`src/rtl/rggen_bus_slice.sv`:
```
// rggen_bus_slice: one-deep register slice between an rggen-style upstream
// bus master and a downstream register block. A request is captured in IDLE,
// presented downstream in REQUEST until accepted, and the response is
// returned upstream as a one-cycle o_s_ready pulse in RESPONSE. Every output
// comes from a flop, so there is no combinational path from input to output.
//
// Optional feature (macro RGGEN_BUS_SLICE_TIMEOUT_EN): a downstream timeout.
// A request that is not accepted within TIMEOUT cycles is answered upstream
// with RGGEN_SLAVE_ERROR and zero read data. Without the macro, REQUEST waits
// for i_m_ready indefinitely.
//
// Ports:
//   i_clk, i_rst          clock (rising edge), asynchronous active-high reset
//   i_s_valid/address/write/write_data/strobe   upstream request
//   o_s_ready/status/read_data                  upstream response
//   o_m_valid/address/write/write_data/strobe   downstream request
//   i_m_ready/status/read_data                  downstream response
// Status encoding: 00 OKAY, 01 EXOKAY, 10 SLAVE_ERROR, 11 DECODE_ERROR.

module rggen_bus_slice #(
  parameter int unsigned ADDRESS_WIDTH = 16,
  parameter int unsigned BUS_WIDTH     = 32,
  parameter int unsigned TIMEOUT       = 64
) (
  input  logic                     i_clk,
  input  logic                     i_rst,
  input  logic                     i_s_valid,
  input  logic [ADDRESS_WIDTH-1:0] i_s_address,
  input  logic                     i_s_write,
  input  logic [BUS_WIDTH-1:0]     i_s_write_data,
  input  logic [BUS_WIDTH/8-1:0]   i_s_strobe,
  output logic                     o_s_ready,
  output logic [1:0]               o_s_status,
  output logic [BUS_WIDTH-1:0]     o_s_read_data,
  output logic                     o_m_valid,
  output logic [ADDRESS_WIDTH-1:0] o_m_address,
  output logic                     o_m_write,
  output logic [BUS_WIDTH-1:0]     o_m_write_data,
  output logic [BUS_WIDTH/8-1:0]   o_m_strobe,
  input  logic                     i_m_ready,
  input  logic [1:0]               i_m_status,
  input  logic [BUS_WIDTH-1:0]     i_m_read_data
);

  localparam int unsigned STROBE_WIDTH = BUS_WIDTH / 8;

  localparam logic [1:0] RGGEN_OKAY        = 2'b00;
  localparam logic [1:0] RGGEN_SLAVE_ERROR = 2'b10;

  typedef enum logic [1:0] {
    IDLE     = 2'd0,
    REQUEST  = 2'd1,
    RESPONSE = 2'd2
  } state_e;

  state_e                   r_state;
  logic                     r_m_valid;
  logic [ADDRESS_WIDTH-1:0] r_m_address;
  logic                     r_m_write;
  logic [BUS_WIDTH-1:0]     r_m_write_data;
  logic [STROBE_WIDTH-1:0]  r_m_strobe;
  logic                     r_s_ready;
  logic [1:0]               r_s_status;
  logic [BUS_WIDTH-1:0]     r_s_read_data;

`ifdef RGGEN_BUS_SLICE_TIMEOUT_EN
  localparam int unsigned            COUNT_WIDTH  = 16;
  localparam logic [COUNT_WIDTH-1:0] TIMEOUT_LAST = COUNT_WIDTH'(TIMEOUT - 1);

  logic [COUNT_WIDTH-1:0] r_count;
  logic                   w_timeout;

  // Abort only when the downstream has not answered in the last allowed cycle;
  // a ready in that same cycle wins.
  assign w_timeout = (r_count == TIMEOUT_LAST) && !i_m_ready;
`else
  // TIMEOUT only matters when the timeout is built in.
  logic w_unused_timeout;
  assign w_unused_timeout = (TIMEOUT != 0);
`endif

  // Slice FSM with all outputs registered.
  always_ff @(posedge i_clk or posedge i_rst) begin
    if (i_rst) begin
      r_state        <= IDLE;
      r_m_valid      <= 1'b0;
      r_m_address    <= '0;
      r_m_write      <= 1'b0;
      r_m_write_data <= '0;
      r_m_strobe     <= '0;
      r_s_ready      <= 1'b0;
      r_s_status     <= RGGEN_OKAY;
      r_s_read_data  <= '0;
`ifdef RGGEN_BUS_SLICE_TIMEOUT_EN
      r_count        <= '0;
`endif
    end else begin
      case (r_state)
        IDLE: begin
          if (i_s_valid) begin
            r_m_valid      <= 1'b1;
            r_m_address    <= i_s_address;
            r_m_write      <= i_s_write;
            r_m_write_data <= i_s_write_data;
            r_m_strobe     <= i_s_strobe;
            r_state        <= REQUEST;
`ifdef RGGEN_BUS_SLICE_TIMEOUT_EN
            r_count        <= '0;
`endif
          end
        end
        REQUEST: begin
          if (i_m_ready) begin
            r_m_valid     <= 1'b0;
            r_s_ready     <= 1'b1;
            r_s_status    <= i_m_status;
            r_s_read_data <= i_m_read_data;
            r_state       <= RESPONSE;
          end
`ifdef RGGEN_BUS_SLICE_TIMEOUT_EN
          else if (w_timeout) begin
            r_m_valid     <= 1'b0;
            r_s_ready     <= 1'b1;
            r_s_status    <= RGGEN_SLAVE_ERROR;
            r_s_read_data <= '0;
            r_state       <= RESPONSE;
          end else begin
            r_count <= r_count + COUNT_WIDTH'(1);
          end
`endif
        end
        RESPONSE: begin
          r_s_ready <= 1'b0;
          r_state   <= IDLE;
        end
        default: begin
          r_m_valid <= 1'b0;
          r_s_ready <= 1'b0;
          r_state   <= IDLE;
        end
      endcase
    end
  end

  assign o_m_valid      = r_m_valid;
  assign o_m_address    = r_m_address;
  assign o_m_write      = r_m_write;
  assign o_m_write_data = r_m_write_data;
  assign o_m_strobe     = r_m_strobe;
  assign o_s_ready      = r_s_ready;
  assign o_s_status     = r_s_status;
  assign o_s_read_data  = r_s_read_data;

endmodule

```
`config.mk`:
```
export PLATFORM = sky130hd
export DESIGN_NAME = rggen_bus_slice
export DESIGN_NICKNAME = d
export VERILOG_FILES = /design/src/rtl/rggen_bus_slice.sv
export SDC_FILE = /design/constraint.sdc
export NUM_CORES = 1
export LEC_CHECK = 0
export CAP_MARGIN = 15
export CORE_ASPECT_RATIO = 0.75
export CORE_MARGIN = 2
export CORE_UTILIZATION = 44
export CTS_CLUSTER_DIAMETER = 150
export DETAILED_ROUTE_END_ITERATION = 12
export PLACE_DENSITY_LB_ADDON = 0.3
export SYNTH_ARGS = -nofsm -noshare
export SYNTH_HDL_FRONTEND = slang
export SYNTH_SLANG_ARGS = --single-unit
export TNS_END_PERCENT = 30
```
`constraint.sdc`:
```
create_clock -name i_clk -period 6.13 [get_ports i_clk]
set_clock_uncertainty 0.15 [all_clocks]
set_input_delay 0.613 -clock i_clk [delete_from_list [all_inputs] [get_ports i_clk]]
set_output_delay 0.613 -clock i_clk [all_outputs]
set_load 0.1 [all_outputs]
```
[Word-level counts from Yosys, hierarchy flattened]
Cells that the tools add are included.
Operators by class
  eq/ne operators: 4
  multiplexer cells: 8
  bitwise gates (word level): 2
  reduce and logical (&&, ||, !) cells: 6
Operators with widths (number)
  AND reduction 2 bit: 4
  2-to-1 mux 2 bit: 2
  != test 2 bit (second input constant): 2
  one-hot mux 2 bit (2 select lines): 1
  2-to-1 mux 1 bit: 3
  one-hot mux 1 bit (3 select lines): 1
  AND reduction 3 bit: 1
  == test 2 x 1 -> 1 bit (second input constant): 1
  == test 2 bit (second input constant): 1
  logical NOT 2 bit: 1
  inverter 1 bit: 2
  one-hot mux 1 bit (2 select lines): 1
Word-level totals
  bits in registers: 91
  input bits: 91

[Depth between registers and ports, before layout]
Gate-level depths: netlist of run 1.
  word-level depth: 3
  mapped depth: 4
  depth with buffers taken out: 3

[Worst setup path after synthesis of run 1]
OpenSTA, ideal clock, no wires.
  kind: register -> output
  start: register r_m_valid (netlist: o_m_valid)
  end: output port o_m_valid
  data arrival time: 0.913 ns
  data required time: 5.367 ns
  slack: 4.454 ns
  cell stages (with the launch flop): 1
  cell sequence: dfrtp_1
RTL lines
  start, declared: RTL line 57  | logic r_m_valid;
  start signal, assigned: RTL line 86  | r_m_valid <= 1'b0;
  start signal, assigned: RTL line 101  | r_m_valid <= 1'b1;
  start signal, assigned: RTL line 114  | r_m_valid <= 1'b0;
  end, declared: RTL line 35  | output logic o_m_valid,
No word-level cell between the ends.

[Worst setup path after layout of run 1]
  start: register r_m_write_data[19] (netlist: o_m_write_data[19])
  end: output port o_m_write_data[19]
RTL lines
  start, declared: RTL line 60  | logic [BUS_WIDTH-1:0] r_m_write_data;
  start signal, assigned: RTL line 104  | r_m_write_data <= i_s_write_data;
  end, declared: RTL line 38  | output logic [BUS_WIDTH-1:0] o_m_write_data,
No word-level cell between the ends.

==> results of run 1 <==
[logic make-up after synthesis]
group	count (synthesis)	share of synthesized area (%)
flops	91	60.22
mux	88	34.02
buf+inv	13	4.236
simple gates	5	1.125
compound gates	3	0.3970
[through the flow]
| step | hold WS (ns) | setup WS (ns) | cells |
|---|---|---|---|
| floorplan | 0.3152 | 3.003 | 200 |
| global route | 0.3661 | 3.468 | 497 |
| CTS | 0.3593 | 3.491 | 496 |
| detailed placement | 0.3410 | 3.352 | 480 |
| global placement | 0.3372 | 3.377 | 480 |
| finish | 0.3550 | 3.510 | 497 |
[worst register-to-register path, delay by kind of cell (launching register included)]
kind                   cells  cell delay (ns)
buffers and inverters      1             0.73
DFF                        1             0.47
muxes                      1             0.47
and+or+nand+nor            1             0.21
[area by class of cell]
cell class	count	area share (%)
inverter	4	0.2752
timing repair buffer	182	31.04
clock buffer	12	4.171
tap	108	2.287
clock inverter	4	0.8469
multi-input combinational	96	22.85
sequential	91	38.53
[final timing paths]
| path | endpoint | start | slack, ns |
|---|---|---|---|
| setup / recovery | o_m_write_data[19] | o_m_write_data[19] | 3.51 |
| hold / removal | o_s_read_data[20] | o_s_read_data[20] | 0.35 |
| setup reg to reg | o_m_address[14] | r_state[0] | 3.99 |
| hold reg to reg | o_s_read_data[20] | o_s_read_data[20] | 0.35 |
| max in group asynchronous | o_m_address[14] | i_rst | 4.66 |
| min in group asynchronous | o_m_address[12] | i_rst | 0.54 |
[cells in the mapped netlist]
library cell	instances	area (um2)
sky130_fd_sc_hd__dfrtp_1	91	2277
sky130_fd_sc_hd__mux2_4	79	1186
sky130_fd_sc_hd__mux2_2	8	90.09
sky130_fd_sc_hd__buf_12	5	100.1
sky130_fd_sc_hd__buf_6	4	45.04
sky130_fd_sc_hd__inv_1	4	15.01
sky130_fd_sc_hd__a21oi_1	2	10.01
sky130_fd_sc_hd__nor2_1	2	7.510
sky130_fd_sc_hd__mux2i_1	1	10.01
sky130_fd_sc_hd__nand3_1	1	5.000
sky130_fd_sc_hd__nand3_4	1	17.52
sky130_fd_sc_hd__nor3b_2	1	12.51
sky130_fd_sc_hd__o21ai_0	1	5.000
[layer usage]
layer,vias up,track usage (%)
met5,-,0
met4,0,4.040
met3,4,4.838
met2,99,29.28
met1,1136,24.12
li1,1058,-
[flip-flops by register name, summed over array words and instances (netlist names)]
register        cells
o_m_address        16
o_m_strobe          4
o_m_valid           1
o_m_write           1
o_m_write_data     32
o_s_read_data      32
o_s_ready           1
o_s_status          2
r_state             2
==> Flow_metrics.wiki, run 1 <==
{| class="wikitable"
! Metric !! Value
|-
| Clk_lat worst skew || 0.32 ns
|-
| Met1 routed wirelength after detailed routing || 3.770 mm
|-
| Number of inserted diodes || 0
|-
| Cell at the root of the clock tree || sky130_fd_sc_hd__clkbuf_16
|-
| Final routed DRC violation total || 0
|-
| CTS tree || done
|-
| Fraction of layout cells with a size suffix above 1 || 27.51%
|-
| Maximum number of pins on one net before global-route repair || 92
|-
| Number of detailed-routing iterations run before antenna repair || 4
|-
| Required time of the critical path || 5.37 ns
|-
| Clock sink count || 91
|-
| Avg Inst Size Synth || 18.91 um2
|-
| Final Slew Violations || 0
|-
| Series of cell instances along the critical path || clkdlybuf4s50_1
|-
| Commonest non-fill, non-tap cell in the layout || sky130_fd_sc_hd__clkdlybuf4s50_1
|-
| Weighted congestion reported at the end of routability-driven placement || 0.7340
|-
| Final period util || between 40% and 50%
|-
| Finished Core Util || 70.20%
|-
| Peak Freq || 0.3817 GHz
|-
| Total non-filler cell area in the finished layout || between 5000 and 6000 um2
|-
| Top layer used by detailed routing || met4
|-
| Vias post-DR || 2297
|-
| Flops & latches, synth || 91
|-
| Count of final hold-check violations || 0
|-
| Post_cts resized || 0
|-
| Number of antenna violations at the first check in global routing || 0
|-
| Clock Tree Buf Depth || 2
|-
| Highest fanout seen on the critical path || 2
|-
| Classification of the worst-slack hold path || flop to flop
|-
| Worst path depth || 1
|-
| Startpoint types || flop
|-
| Crit-path leading delay family || buffers and inverters
|-
| WHS Path Cells || 1
|-
| Cell area after synthesis || 3781 um2
|-
| Number of different library cells in the post-synthesis netlist || 13
|-
| Setup TNS Final || 0 ns
|-
| Total track usage || 17.82%
|-
| Height of the die || 84.28 um
|-
| Clk pin slew, worst setup/hold paths || 0.06 ns
|-
| Total placed instance area || 5585 um2
|-
| Logic depth of the worst register-to-register path || 3
|-
| Status || finished clean
|-
| Fill cell instance count of the final layout || around 610
|-
| Count of buffers inserted at the top-level ports || 179
|-
| Leading cell types in the layout, fill and taps excluded || sky130_fd_sc_hd__clkdlybuf4s50_1, sky130_fd_sc_hd__dfrtp_1, sky130_fd_sc_hd__mux2_4
|-
| Arrival time at the worst endpoint || 1.86 ns
|-
| Total of endpoints with negative setup slack in the final report || 0
|-
| Gate Count Post-Synth || 200
|-
| Unrepaired setup endpoints after global routing || no
|-
| Die width || 111.0 um
|-
| Fin crit period || 2.620 ns
|-
| Wire length on met3 || 453 um
|-
| Actual slew at the worst max-slew pin || 1.006 ns
|-
| Crit-path max cell delay || ~1.2 ns
|-
| Via count of the first global-routing pass || between 2k and 2.5k
|-
| Number of buffers inserted by hold repair at cts || 0
|-
| Routed wire length per instance || 16.32 um
|-
| Post-Route WL || between 8 and 9 mm
|-
| Violation count after the first detailed-routing iteration || 102
|-
| Part of the Yosys area used for sequential elements || approximately three fifths
|-
| Setup repair bufs after CTS || 0
|-
| Global-route wire length before repair || 13.19 mm
|-
| Vias per std cell || ~4.6
|-
| Cell with the largest stage delay on the worst path || sky130_fd_sc_hd__clkdlybuf4s50_1
|-
| Critical Path Sink Type || primary output
|-
| Area overhead of the layout relative to synthesis || 56.29%
|-
| Number of top-level design ports || 180
|-
| Initial core utilization || 44.92%
|-
| Number of nets with antenna violations after detailed routing || 0
|-
| Number of CTS-inserted buffers || 9
|-
| Total number of nets in the final design || between 400 and 500
|-
| Multi-input combinational cell area || 1350 um2
|-
| Die outline area || 9358 um2
|-
| Number of warning messages in the yosys log || 0
|-
| Max-cap viol count || 0
|-
| Row cnt || 29
|-
| Crit path buffers/inverters || 1
|-
| Global-route congestion overflow total || 0
|-
| H-tree depth || 3
|-
| Setup CP Type || flop to primary output
|-
| Relative slew margins || 32.69%
|-
| Synthesized net count || 291
|-
| Met2 wirelength from detailed routing || ~3.8 mm
|-
| Half-perimeter wire length after detailed placement || ~5.6 mm
|-
| Footprint of the flip-flops and latches || approximately 2300 um2
|-
| Area of the core region || 8418 um2
|}
Power of run 1 is left out: the tool's default activity adds up to more than one toggle a clock period on the data nets, which glitch-free logic cannot reach.
==> run 2: changes to the inputs <==
- CORE_UTILIZATION: 44 -> 37
- clock period: 6.13 -> 2.4 ns (I/O delays scaled with it)
==> run 2 against run 1 <==
  * Register-to-register slack lost 3.4 ns
  * Sequential share of layout area up 0.87 points
  * Global-route usage is 3.2 points lower
  * Cell count increased by 5.0%
  * Die area up 18%
  * Core utilization is 11 points lower
  * Worst setup slack got worse by 2.9 ns
  * Critical path depth increased by 2
  * Sequential cell count is the same
  * Clock-buffer cell count unchanged
  * Critical path type is now flop to flop
  * Critical endpoint is now o_m_address[12]
==> Flow_metrics.wiki, run 2 (same netlist as run 1, synthesis figures left out) <==
{| class="wikitable"
! Metric !! Value
|-
| Status || finished clean
|-
| Post-Route WL || 7.779 mm (-4.1%)
|-
| Height of the die || 91.55 um (+8.6%)
|-
| Setup repair bufs after CTS || 0 (unchanged)
|-
| Number of CTS-inserted buffers || 9 (unchanged)
|-
| Finished Core Util || 58.89% (-11 points)
|-
| Count of buffers inserted at the top-level ports || 179 (unchanged)
|-
| Setup CP Type || flop to flop
|-
| Unrepaired setup endpoints after global routing || no
|-
| Peak Freq || 0.5598 GHz
|-
| Post_cts resized || 0 (unchanged)
|-
| Critical R2R Capture || o_m_address[12]
|-
| Global-route wire length before repair || 12.58 mm (-4.7%)
|-
| Number of detailed-routing iterations run before antenna repair || 4 (unchanged)
|-
| Total number of nets in the final design || 476 (+0.21%)
|-
| Clock sink count || 91 (unchanged)
|-
| Highest fanout seen on the critical path || 53 (+51)
|-
| Vias post-DR || 2274 (-1.0%)
|-
| Max-cap viol count || 0 (unchanged)
|-
| Number of inserted diodes || 0 (unchanged)
|-
| Actual slew at the worst max-slew pin || 0.5958 ns (-0.4107 ns)
|-
| Relative slew margins || 60.28% (+28 points)
|-
| Die outline area || 11050 um2 (+18%)
|-
| Initial core utilization || 38.53% (-6.4 points)
|-
| Arrival time at the worst endpoint || 1.85 ns (about the same)
|-
| Final routed DRC violation total || 0 (unchanged)
|-
| Setup TNS Final || 0 ns (unchanged)
|-
| Die width || 120.7 um (+8.7%)
|-
| Number of top-level design ports || 180 (unchanged)
|-
| Required time of the critical path || 2.46 ns (-2.91 ns)
|-
| Clock Tree Buf Depth || 2 (unchanged)
|-
| Reg2reg setup slack || 0.61 ns (-3.38 ns)
|-
| Final Slew Violations || 0 (unchanged)
|-
| Wire length on met3 || 646 um (+43%)
|-
| Met1 routed wirelength after detailed routing || 3.682 mm (-2.3%)
|-
| Logic depth of the worst register-to-register path || 3 (unchanged)
|-
| Half-perimeter wire length after detailed placement || 5.447 mm (-2.5%)
|-
| Leading cell types in the layout, fill and taps excluded || sky130_fd_sc_hd__dfrtp_1, sky130_fd_sc_hd__buf_4, sky130_fd_sc_hd__clkdlybuf4s50_1
|-
| Cell at the root of the clock tree || sky130_fd_sc_hd__clkbuf_16
|-
| Fraction of layout cells with a size suffix above 1 || 50.51% (+23 points)
|-
| Clk_lat worst skew || 0.32 ns (about the same)
|-
| Met2 wirelength from detailed routing || 3.327 mm (-13%)
|-
| H-tree depth || 3 (unchanged)
|-
| Clk pin slew, worst setup/hold paths || 0.06 ns (about the same)
|-
| Top layer used by detailed routing || met4
|-
| Vias per std cell || 4.356 (-5.7%)
|-
| Total track usage || 14.62% (-3.2 points)
|-
| Weighted congestion reported at the end of routability-driven placement || 0.7385 (+0.61%)
|-
| Number of nets with antenna violations after detailed routing || 0 (unchanged)
|-
| Classification of the worst-slack hold path || input pin to async pin
|-
| CTS tree || done
|-
| Fin crit period || 1.786 ns
|-
| Global-route congestion overflow total || 0 (unchanged)
|-
| Area overhead of the layout relative to synthesis || 52.85%
|-
| Routed wire length per instance || 14.90 um (-8.7%)
|-
| Total of endpoints with negative setup slack in the final report || 0 (unchanged)
|-
| Final period util || between 70% and 80%
|-
| Maximum number of pins on one net before global-route repair || 54 (-41%)
|-
| Number of buffers inserted by hold repair at cts || 0 (unchanged)
|-
| Beginning of the worst register-to-register path || r_state[0]
|-
| Startpoint types || flop
|-
| Row cnt || 31 (+6.9%)
|-
| Violation count after the first detailed-routing iteration || 119 (+17%)
|-
| Number of antenna violations at the first check in global routing || 0 (unchanged)
|-
| Critical Path Sink Type || flop
|-
| Via count of the first global-routing pass || 2378 (-4.0%)
|-
| Area of the core region || 9813 um2 (+17%)
|-
| Count of final hold-check violations || 0 (unchanged)
|}
-- run 2: metal layers --
layer  up-vias  global-route usage [%]
li1       1062                       -
met1      1095                   21.03
met5         -                       0
met2       106                   20.48
met4         0                   4.942
met3        11                   5.025
-- run 2: worst max path at each step --
stage,endpoint,startpoint,cells past startpoint,slack (ns)
3_3_place_gp,o_m_address[12],i_s_valid,4,0.37
3_5_place_dp,o_m_address[12],i_s_valid,4,0.35
5_1_grt,o_m_address[12],r_state[0],3,0.55
4_1_cts,o_m_address[12],r_state[0],3,0.62
6_report,o_m_address[12],r_state[0],3,0.61
2_1_floorplan,o_m_address[0],r_state[0],4,0.86
-- run 2: critical path, cell delays in order, from the launching register on --
cell and delay [ns]:
sky130_fd_sc_hd__dfrtp_1 0.47, sky130_fd_sc_hd__nor3b_4 0.26, sky130_fd_sc_hd__buf_12 0.36, sky130_fd_sc_hd__mux2_2 0.39
-- run 2: through the flow --
stage | hold WS, ns | cells | cell area [um2] | setup WS [ns]
CTS | 0.2856 | 522 | 5779 | 0.6192
global route | 0.3414 | 522 | 5779 | 0.5502
floorplan | 0.2381 | 200 | 3785 | 0.8604
finish | 0.2688 | 522 | 5779 | 0.6137
global placement | 0.3386 | 506 | 5435 | 0.3703
detailed placement | 0.3434 | 506 | 5435 | 0.3542
-- run 2: cell type report --
type	count	area [um2]
inverters	4	18.77
repair buffers	183	1624
well taps	132	165.2
fillers	791	4034
clock inverters	4	97.59
flip-flops and latches	91	2277
clock buffers	12	246.5
multi-input cells	96	1350
Power of run 2 is left out for the same reason.
